## src/rtl/seg_scan_pkg.sv

```systemverilog
// ---------------------------------------------------------------------------
// seg_scan_pkg
// Shared definitions for the 7-segment display blocks: scan FSM state
// encoding, active-low segment patterns ({g,f,e,d,c,b,a}) and the
// anode-select helper.
// ---------------------------------------------------------------------------
package seg_scan_pkg;

    typedef enum logic {
        ST_BLANK = 1'b0,
        ST_SHOW  = 1'b1
    } scan_state_t;

    // Active-low segment patterns, bit order {g,f,e,d,c,b,a}
    localparam logic [6:0] SEG_0    = 7'h40;
    localparam logic [6:0] SEG_1    = 7'h79;
    localparam logic [6:0] SEG_2    = 7'h24;
    localparam logic [6:0] SEG_3    = 7'h30;
    localparam logic [6:0] SEG_4    = 7'h19;
    localparam logic [6:0] SEG_5    = 7'h12;
    localparam logic [6:0] SEG_6    = 7'h02;
    localparam logic [6:0] SEG_7    = 7'h78;
    localparam logic [6:0] SEG_8    = 7'h00;
    localparam logic [6:0] SEG_9    = 7'h10;
    localparam logic [6:0] SEG_DASH = 7'h3F;
    localparam logic [6:0] SEG_OFF  = 7'h7F;

    localparam logic [3:0] AN_OFF   = 4'hF;

    // Active-low anode vector with only the selected digit driven low
    function automatic logic [3:0] an_select(input logic [1:0] idx);
        return ~(4'b0001 << idx);
    endfunction

endpackage

```

## src/rtl/seg_scan_bcd_to_seg.sv

```systemverilog
// ---------------------------------------------------------------------------
// bcd_to_seg
// Combinational BCD to active-low 7-segment decoder, shared by the display
// blocks. 10 decodes to a dash, 11..15 blank the digit.
//   bcd : 4-bit digit value
//   seg : active-low segments {g,f,e,d,c,b,a}
// ---------------------------------------------------------------------------
module bcd_to_seg
    import seg_scan_pkg::*;
(
    input  logic [3:0] bcd,
    output logic [6:0] seg
);

    // Digit value to segment pattern lookup
    always_comb begin
        seg = SEG_OFF;
        case (bcd)
            4'd0:    seg = SEG_0;
            4'd1:    seg = SEG_1;
            4'd2:    seg = SEG_2;
            4'd3:    seg = SEG_3;
            4'd4:    seg = SEG_4;
            4'd5:    seg = SEG_5;
            4'd6:    seg = SEG_6;
            4'd7:    seg = SEG_7;
            4'd8:    seg = SEG_8;
            4'd9:    seg = SEG_9;
            4'd10:   seg = SEG_DASH;
            default: seg = SEG_OFF;
        endcase
    end

endmodule

```

## src/rtl/seg_scan.sv

```systemverilog
// ---------------------------------------------------------------------------
// seg_scan
// Multiplexed 4-digit 7-segment scanner. Each rising edge of the (level)
// scan-rate input steps to the next digit, with BLANK_CYCLES clk cycles of
// all-anodes-off between digits to avoid ghosting. A whole frame of inputs
// is captured at the start of digit 0 so the four digits are coherent.
//   clk       : system clock
//   reset     : asynchronous active-low reset
//   clk_500Hz : scan-rate square wave (sampled, not a clock)
//   clk_2Hz   : blink-rate square wave (sampled, not a clock)
//   digits    : four BCD digits, digit 0 in [3:0] (rightmost)
//   blink_en  : per-digit blink enable
//   dp_en     : per-digit decimal-point enable
//   lz_en     : leading-zero suppression enable
//   an        : active-low anode enables (at most one low)
//   seg       : active-low segments {g,f,e,d,c,b,a}
//   dp        : active-low decimal point
// ---------------------------------------------------------------------------
module seg_scan
    import seg_scan_pkg::*;
#(
    parameter int unsigned BLANK_CYCLES = 64
) (
    input  logic        clk,
    input  logic        reset,
    input  logic        clk_500Hz,
    input  logic        clk_2Hz,
    input  logic [15:0] digits,
    input  logic [3:0]  blink_en,
    input  logic [3:0]  dp_en,
    input  logic        lz_en,
    output logic [3:0]  an,
    output logic [6:0]  seg,
    output logic        dp
);

    localparam logic [7:0] BLANK_LAST = 8'(BLANK_CYCLES - 1);

    logic        scan_s1_r, scan_s2_r, scan_prev_r;
    logic        blink_s1_r, blink_s2_r;
    logic        step_s;

    scan_state_t state_r;
    logic [1:0]  idx_r;
    logic [7:0]  cnt_r;

    logic [15:0] sh_digits_r;
    logic [3:0]  sh_blink_r;
    logic [3:0]  sh_dp_r;
    logic        sh_lz_r;

    logic [15:0] shifted_s;
    logic [3:0]  cur_digit_s;
    logic        upper_zero_s;
    logic        hidden_s;
    logic [6:0]  dec_seg_s;
    logic [3:0]  disp_an_s;
    logic [6:0]  disp_seg_s;
    logic        disp_dp_s;

    // Two-flop synchronizers for both rate inputs plus scan edge history
    always_ff @(posedge clk or negedge reset) begin
        if (!reset) begin
            scan_s1_r   <= 1'b0;
            scan_s2_r   <= 1'b0;
            scan_prev_r <= 1'b0;
            blink_s1_r  <= 1'b0;
            blink_s2_r  <= 1'b0;
        end else begin
            scan_s1_r   <= clk_500Hz;
            scan_s2_r   <= scan_s1_r;
            scan_prev_r <= scan_s2_r;
            blink_s1_r  <= clk_2Hz;
            blink_s2_r  <= blink_s1_r;
        end
    end

    assign step_s = scan_s2_r & ~scan_prev_r;

    // Current digit value; the shifted word is also all-zero exactly when
    // this digit and every higher digit are zero
    assign shifted_s    = sh_digits_r >> {idx_r, 2'b00};
    assign cur_digit_s  = shifted_s[3:0];
    assign upper_zero_s = (shifted_s == 16'h0000);

    assign hidden_s = (sh_blink_r[idx_r] & ~blink_s2_r)
                    | (sh_lz_r & (idx_r != 2'd0) & upper_zero_s);

    bcd_to_seg u_bcd_to_seg (
        .bcd (cur_digit_s),
        .seg (dec_seg_s)
    );

    // Next display values from current FSM state and shadow frame
    always_comb begin
        disp_an_s  = AN_OFF;
        disp_seg_s = SEG_OFF;
        disp_dp_s  = 1'b1;
        if ((state_r == ST_SHOW) && !hidden_s) begin
            disp_an_s  = an_select(idx_r);
            disp_seg_s = dec_seg_s;
            disp_dp_s  = ~sh_dp_r[idx_r];
        end else begin
            disp_an_s  = AN_OFF;
            disp_seg_s = SEG_OFF;
            disp_dp_s  = 1'b1;
        end
    end

    // Scan FSM, frame shadow capture and registered display outputs
    always_ff @(posedge clk or negedge reset) begin
        if (!reset) begin
            state_r     <= ST_BLANK;
            idx_r       <= 2'd0;
            cnt_r       <= 8'd0;
            sh_digits_r <= 16'h0000;
            sh_blink_r  <= 4'h0;
            sh_dp_r     <= 4'h0;
            sh_lz_r     <= 1'b0;
            an          <= AN_OFF;
            seg         <= SEG_OFF;
            dp          <= 1'b1;
        end else begin
            an  <= disp_an_s;
            seg <= disp_seg_s;
            dp  <= disp_dp_s;
            case (state_r)
                ST_BLANK: begin
                    // Step pulses arriving here are intentionally ignored
                    if (cnt_r == BLANK_LAST) begin
                        state_r <= ST_SHOW;
                        cnt_r   <= 8'd0;
                        if (idx_r == 2'd0) begin
                            sh_digits_r <= digits;
                            sh_blink_r  <= blink_en;
                            sh_dp_r     <= dp_en;
                            sh_lz_r     <= lz_en;
                        end
                    end else begin
                        cnt_r <= cnt_r + 8'd1;
                    end
                end
                ST_SHOW: begin
                    if (step_s) begin
                        idx_r   <= idx_r + 2'd1;
                        state_r <= ST_BLANK;
                        cnt_r   <= 8'd0;
                    end else begin
                        cnt_r <= 8'd0;
                    end
                end
                default: begin
                    state_r <= ST_BLANK;
                    cnt_r   <= 8'd0;
                end
            endcase
        end
    end

endmodule
```

## config.mk

```make
export PLATFORM = sky130hd
export DESIGN_NAME = seg_scan
export DESIGN_NICKNAME = d
export VERILOG_FILES = /design/src/rtl/seg_scan_pkg.sv /design/src/rtl/seg_scan_bcd_to_seg.sv /design/src/rtl/seg_scan.sv
export SDC_FILE = /design/constraint.sdc
export NUM_CORES = 1
export LEC_CHECK = 0
export CORE_MARGIN = 8
export CORE_UTILIZATION = 45
export DETAILED_ROUTE_END_ITERATION = 10
export PLACE_DENSITY = 0.75
export SETUP_SLACK_MARGIN = 0.15
export SLEW_MARGIN = 20
export SYNTH_ARGS = -nofsm -noshare
export SYNTH_HDL_FRONTEND = slang
export SYNTH_HIERARCHICAL = 1
export SYNTH_SLANG_ARGS = --single-unit
```

## constraint.sdc

```tcl
create_clock -name clk -period 2.24 [get_ports clk]
set_input_delay 0.448 -clock clk [delete_from_list [all_inputs] [get_ports clk]]
set_output_delay 0.448 -clock clk [all_outputs]
set_load 0.005 [all_outputs]
```

# Word level (Yosys, flattened, before mapping)
# Memories as Yosys holds them, arrays and structs flattened.
# Index checks and enable logic that the tools add are counted.
# word_totals
memories,1
regBits,53
romBits,112
# classes
addsub,2
mux,12
reduce_logical,7
eq_ne,1
shift,2
bitwise_logic,10
order_cmp,1
# memory_table
name,words,width,read_ports,rd_clocked_by_memory_dff,wr,line_no,source
(no name shown),16,7,1,0,0,seg_scan_bcd_to_seg.sv:18,case (bcd)
# op_table
operator,count
16-bit logical NOT,1
8-bit case mux with 2 select lines,1
16-bit by 4-bit right shift with 16-bit output,1
"8-bit by 1-bit adder with 8-bit output, second input constant",1
"8-bit by 6-bit == test with 1-bit output, second input constant",1
8-bit 2-to-1 mux,1
7-bit 2-to-1 mux,1
1-bit 2-to-1 mux,5
1-bit AND,4
1-bit binary-select mux with 2-bit select,2
4-bit 2-to-1 mux,1
1-bit NOT,4
4-bit NOT,1
"1-bit by 2-bit left shift with 4-bit output, first input constant",1
"2-bit by 3-bit < comparator with 1-bit output, second input constant",1
3-bit AND reduction,1
"2-bit by 1-bit adder with 2-bit output, second input constant",1
2-bit logical NOT,1
1-bit case mux with 2 select lines,1
2-bit AND reduction,1
2-bit nonzero test,1
1-bit logical AND,1
1-bit logical NOT,1
1-bit bitwise OR,1

# Depth between registers and ports, before layout
# Gate-level depths: netlist (run 1).
# logic_depth
ltp_word,7
depth_mapped,9
ltp_nobuf,8

# By module
# Netlist (run 1), hierarchy kept.
# modules_own_cells
module,instances,cells_per_inst,area_each_um2
seg_scan,1,159,2233.4
bcd_to_seg,1,33,212.7

# Worst setup path after synthesis (run 1)
# OpenSTA, ideal clock, no wires.
# synth_path
kind,reg-to-reg
startpoint,register idx_r[0]
endpoint,register an[1]
arrival_ps,1890
path_stages_with_launch,7
setup_time_ps,64
path_slack_ps,285
required_time_ps,2176
n_path_buf,2
cell_sequence,dfrtp_1 buf_6 mux4_2 or2_1 a2111o_1 buf_6 nand3_1
# synth_via
elab_chain_len,7
word_cells_on_any_way,14
cone_classes,shift (2); mux (3); bitwise (5); reduce/logical (4)
# synth_rtl
item,line_no,source
start: declaration,seg_scan.sv:44,logic [1:0] idx_r;
start signal: assignment,seg_scan.sv:145,idx_r <= idx_r + 2'd1;
16-bit by 4-bit right shift with 16-bit output,seg_scan.sv:82,"assign shifted_s = sh_digits_r >> {idx_r, 2'b00};"
net shifted_s[1],seg_scan.sv:52,logic [15:0] shifted_s;
16-bit logical NOT,seg_scan.sv:84,assign upper_zero_s = (shifted_s == 16'h0000);
1-bit AND,seg_scan.sv:87,| (sh_lz_r & (idx_r != 2'd0) & upper_zero_s);
1-bit bitwise OR,seg_scan.sv:87,
1-bit logical NOT,seg_scan.sv:99,if ((state_r == ST_SHOW) && !hidden_s) begin
1-bit logical AND,seg_scan.sv:99,
4-bit 2-to-1 mux,seg_scan.sv:99,
net disp_an_s[1],seg_scan.sv:57,logic [3:0] disp_an_s;
end signal: assignment,seg_scan.sv:124,an <= disp_an_s;
end: declaration,seg_scan.sv:32,"output logic [3:0] an,"
# The timed path passes the listed nets, and every way through them passes these cells. The select of a mux whose other input is x is not followed.
# A chain may end at the register's enable or synchronous reset.

# Worst setup path in the final report (run 1)
# layout_path
startpoint,register idx_r[0]
endpoint,register seg[6]
# layout_via
word_cells_on_any_way,13
cone_classes,shift (1); mux (3); bitwise (4); reduce/logical (4); memory (1)
# layout_lines
item,line_no,source
16-bit by 4-bit right shift with 16-bit output,seg_scan.sv:82,
net shifted_s[0],seg_scan.sv:52,
memory 16 x 7 bit,n/a,
net dec_seg_s[6],seg_scan.sv:56,logic [6:0] dec_seg_s;
7-bit 2-to-1 mux,seg_scan.sv:99,
net disp_seg_s[6],seg_scan.sv:58,logic [6:0] disp_seg_s;
end signal: assignment,seg_scan.sv:125,seg <= disp_seg_s;
end: declaration,seg_scan.sv:33,"output logic [6:0] seg,"
# The timed path passes the listed nets, and every way through them passes these cells. The select of a mux whose other input is x is not followed.

==> metrics, run 1 <==
count of boundary I/O pins=41; Max-slew headroom=0.661; sequential group share of total power=0.606; Overall Global Routing Usage=0.116; Gate power share=0.044; most common cell type on the critical path=o21ai_0; area of the mapped netlist=2450 µm²; Post-Syn Area per Cell=12.7 µm²; count of vias placed by the detailed router=1509; number of buffers inserted during clock tree synthesis=5; register area share after synthesis=0.548; final number of hold-violating endpoints=0; initial antenna violation count=0; flop and latch count out of synthesis=53; peak per-stage delay on the critical path=0.58 ns; Placed Area=2920 µm²; Worst Setup Start Kind=flop; worst-case clock buffer depth=2; FMAX=511 MHz; endpoint type of the worst setup path=flop; vertical die dimension=89.7 µm; area of the placeable core=5370 µm²; clock sinks=53; Clock Pin Slew Worst Setup and Hold Paths=0.10 ns; Req. time, crit path=2.47 ns; Die Wd=89.7 µm; Final nets=276; Power Dens Cells=520 nW/µm²; Max-Cap Viols=0; Clock power frac=0.351; global route total overflow=0; DRT Pass-1 Iters=4; number of global-route vias before repair=1657; Hold Crit Class=in2async; Antenna Diode Count=0; critical path data arrival time=2.19 ns; fraction of post-synthesis cell area in the top cell type by area=0.419; Final Skew=0.00900 ns; top fanout value on the critical path=7; transition time at the pin with the least slew margin=0.509 ns; cells taking the most area after synthesis=dfrtp_1, dfstp_2, mux2_2; Mapped Nets=231; wire length of the first global-routing pass=7.87 mm; final-report max-slew violation count=0; final weighted congestion in routability-driven placement=0.749; WL/cell=14.1 µm; proportion of layout cells with a drive suffix above 1=0.269; Area growth syn-to-layout=25.0%; post-detailed-route DRC marker count=0; highest ir drop seen on vdd=0.356 mV; ratio of final minimum period to clock period=0.874; Starting Density=0.455; number of hold buffers added after cts=0; total detailed-routing wirelength=4.37 mm; clock tree from TritonCTS=done; total number of H-tree levels=2; list of cells traversed by the critical path=mux4_2 -> ha_1 -> or2b_1 -> o21ai_0 -> o21ai_0 -> nor2_1 -> nand2_1; pin count of the biggest net entering global routing=32; final core area utilization=0.569; cell taking the most area after synthesis=dfrtp_1; net switching power of the design=0.333 mW; post-layout minimum cycle time=1.96 ns; Distinct cells, synth=35; Post-Place Worst Slack=0.0918 ns; number of filler cells placed in the layout=445; total negative setup slack=0 ns; final number of setup-violating endpoints=0; count of standard-cell rows=27; warnings from Yosys=6; fin worst setup slack=0.283 ns; standard cell with the maximum stage delay on the critical path=mux4_2; later-pin clock latency in the skew report=0.30 ns; count of nets left with antenna violations after detail routing=0; top library cells by usage in the layout, fill and taps aside=dfrtp_1, clkdlybuf4s50_1, mux2_2, nor2_1, nand2_1; setup repair after global routing missed its margin=yes; Int Pwr=1.26 mW; Lkg Pwr=1.39 nW; half-perimeter wire length after placement=3.28 mm; result of the run=complete, no violations; final instance area=3060 µm²; port bufs=40; gate count of the mapped netlist=192; Net Sw Frac=0.209; Root Buffer=clkbuf_8; overall die area=8050 µm²; total power of the final layout=1.59 mW; initial DRC count=52; detailed-route vias per instance=4.87; Critical Setup Path Class=reg2reg
[power groups by stage]
stage	registers, mW	logic (mW)	clock network, mW
final	0.963	0.0695	0.558
after global routing	0.964	0.0774	0.611
after CTS	0.963	0.0718	0.574
after detailed placement	0.981	0.0714	0
after global placement	0.981	0.0716	0
after floorplan	0.981	0.00115	0
[final cells by class]
type	instances	area [µm²]	area share
inverter	6	22.5	0.00736
timing repair buffer	47	473	0.155
clock buffer	6	82.6	0.0270
tap	72	90.1	0.0295
multi-input combinational	124	1030	0.338
clock inverter	2	13.8	0.00450
sequential	53	1340	0.439
[synth_stat cells (all sizes together)]
library cell and instances:
a2111o 1, a21o 1, a21oi 4, and2 2
and3 2, buf 8, clkbuf 1, dfrtp 41
dfstp 12, ha 10, inv 6, mux2 26
mux4 6, nand2 16, nand2b 1, nand3 6
nand3b 1, nand4 1, nor2 20, nor2b 1
nor3b 1, nor4 4, o211ai 2, o21ai 6
o41ai 1, or2 3, or2b 2, xnor2 3
xor2 4
[registers in the layout, summed over array words and instances (netlist names)]
signal,flops
sh_digits_r,16
cnt_r,8
seg,7
an,4
sh_blink_r,4
sh_dp_r,4
idx_r,2
blink_s1_r,1
blink_s2_r,1
dp,1
scan_prev_r,1
scan_s1_r,1
scan_s2_r,1
sh_lz_r,1
state_r,1
[metal layers]
metal / part of all wire / wire length [µm] / global-route usage / up-vias
li1: - / - / - / 753
met1: 0.45 / 1970 / 0.142 / 713
met2: 0.48 / 2110 / 0.188 / 38
met3: 0.050 / 217 / 0.0266 / 5
met4: 0.018 / 77 / 0.0592 / 0
met5: 0 / 0 / 0 / -
[metrics by stage]
step | hold slack (ns) | std cells
3_5_place_dp | 0.336 | 299
3_3_place_gp | 0.334 | 299
6_report | 0.0970 | 310
5_1_grt | 0.138 | 310
4_1_cts | 0.116 | 307
2_1_floorplan | 0.152 | 192
[cells by family after synthesis]
kind of cell,count (synthesis),synth area share
compound gates,15,0.0394
simple gates,60,0.117
xor+xnor,7,0.0251
flops,53,0.548
fa+ha+maj,10,0.0512
mux,32,0.183
buf+inv,15,0.0368
[worst paths after layout]
kind                       startpoint       endpoint  slack [ns]  depth (start not counted)
max                          idx_r[0]         seg[6]        0.28                          7
min reg2reg                blink_s1_r     blink_s2_r        0.36                          0
max reg2reg                  idx_r[0]         seg[6]        0.28                          7
min in group clk           blink_s1_r     blink_s2_r        0.36                          0
min                             reset  sh_blink_r[0]         0.1                          1
max in group asynchronous       reset         seg[4]        1.54                          2
[critical path, delay by kind of cell, from the launching register on]
family	cells	cell delay, ns
AO/OA/AOI/OAI	2	0.20
AND/OR/NAND/NOR	3	0.41
multiplexers	1	0.58
flip-flops	1	0.46
adder cells (fa/ha/maj)	1	0.24
[timing repair]
action,CTS,global route
buffers inserted,0,3
pin swaps,1,0
setup endpoints to repair,11,36
resized for setup,1,6
Power figures use the tool's default switching activity.
==> run 2, diff against run 1 <==
--- a/config.mk
+++ b/config.mk
@@ -7,7 +7,9 @@
 export LEC_CHECK = 0
 export CORE_MARGIN = 8
 export CORE_UTILIZATION = 45
+export CTS_CLUSTER_SIZE = 8
 export DETAILED_ROUTE_END_ITERATION = 10
+export GPL_ROUTABILITY_DRIVEN = 0
 export PLACE_DENSITY = 0.75
 export SETUP_SLACK_MARGIN = 0.15
 export SLEW_MARGIN = 20
==> results of run 2 <==
The final DEF is identical to that of run 1; final timing and power are the same.
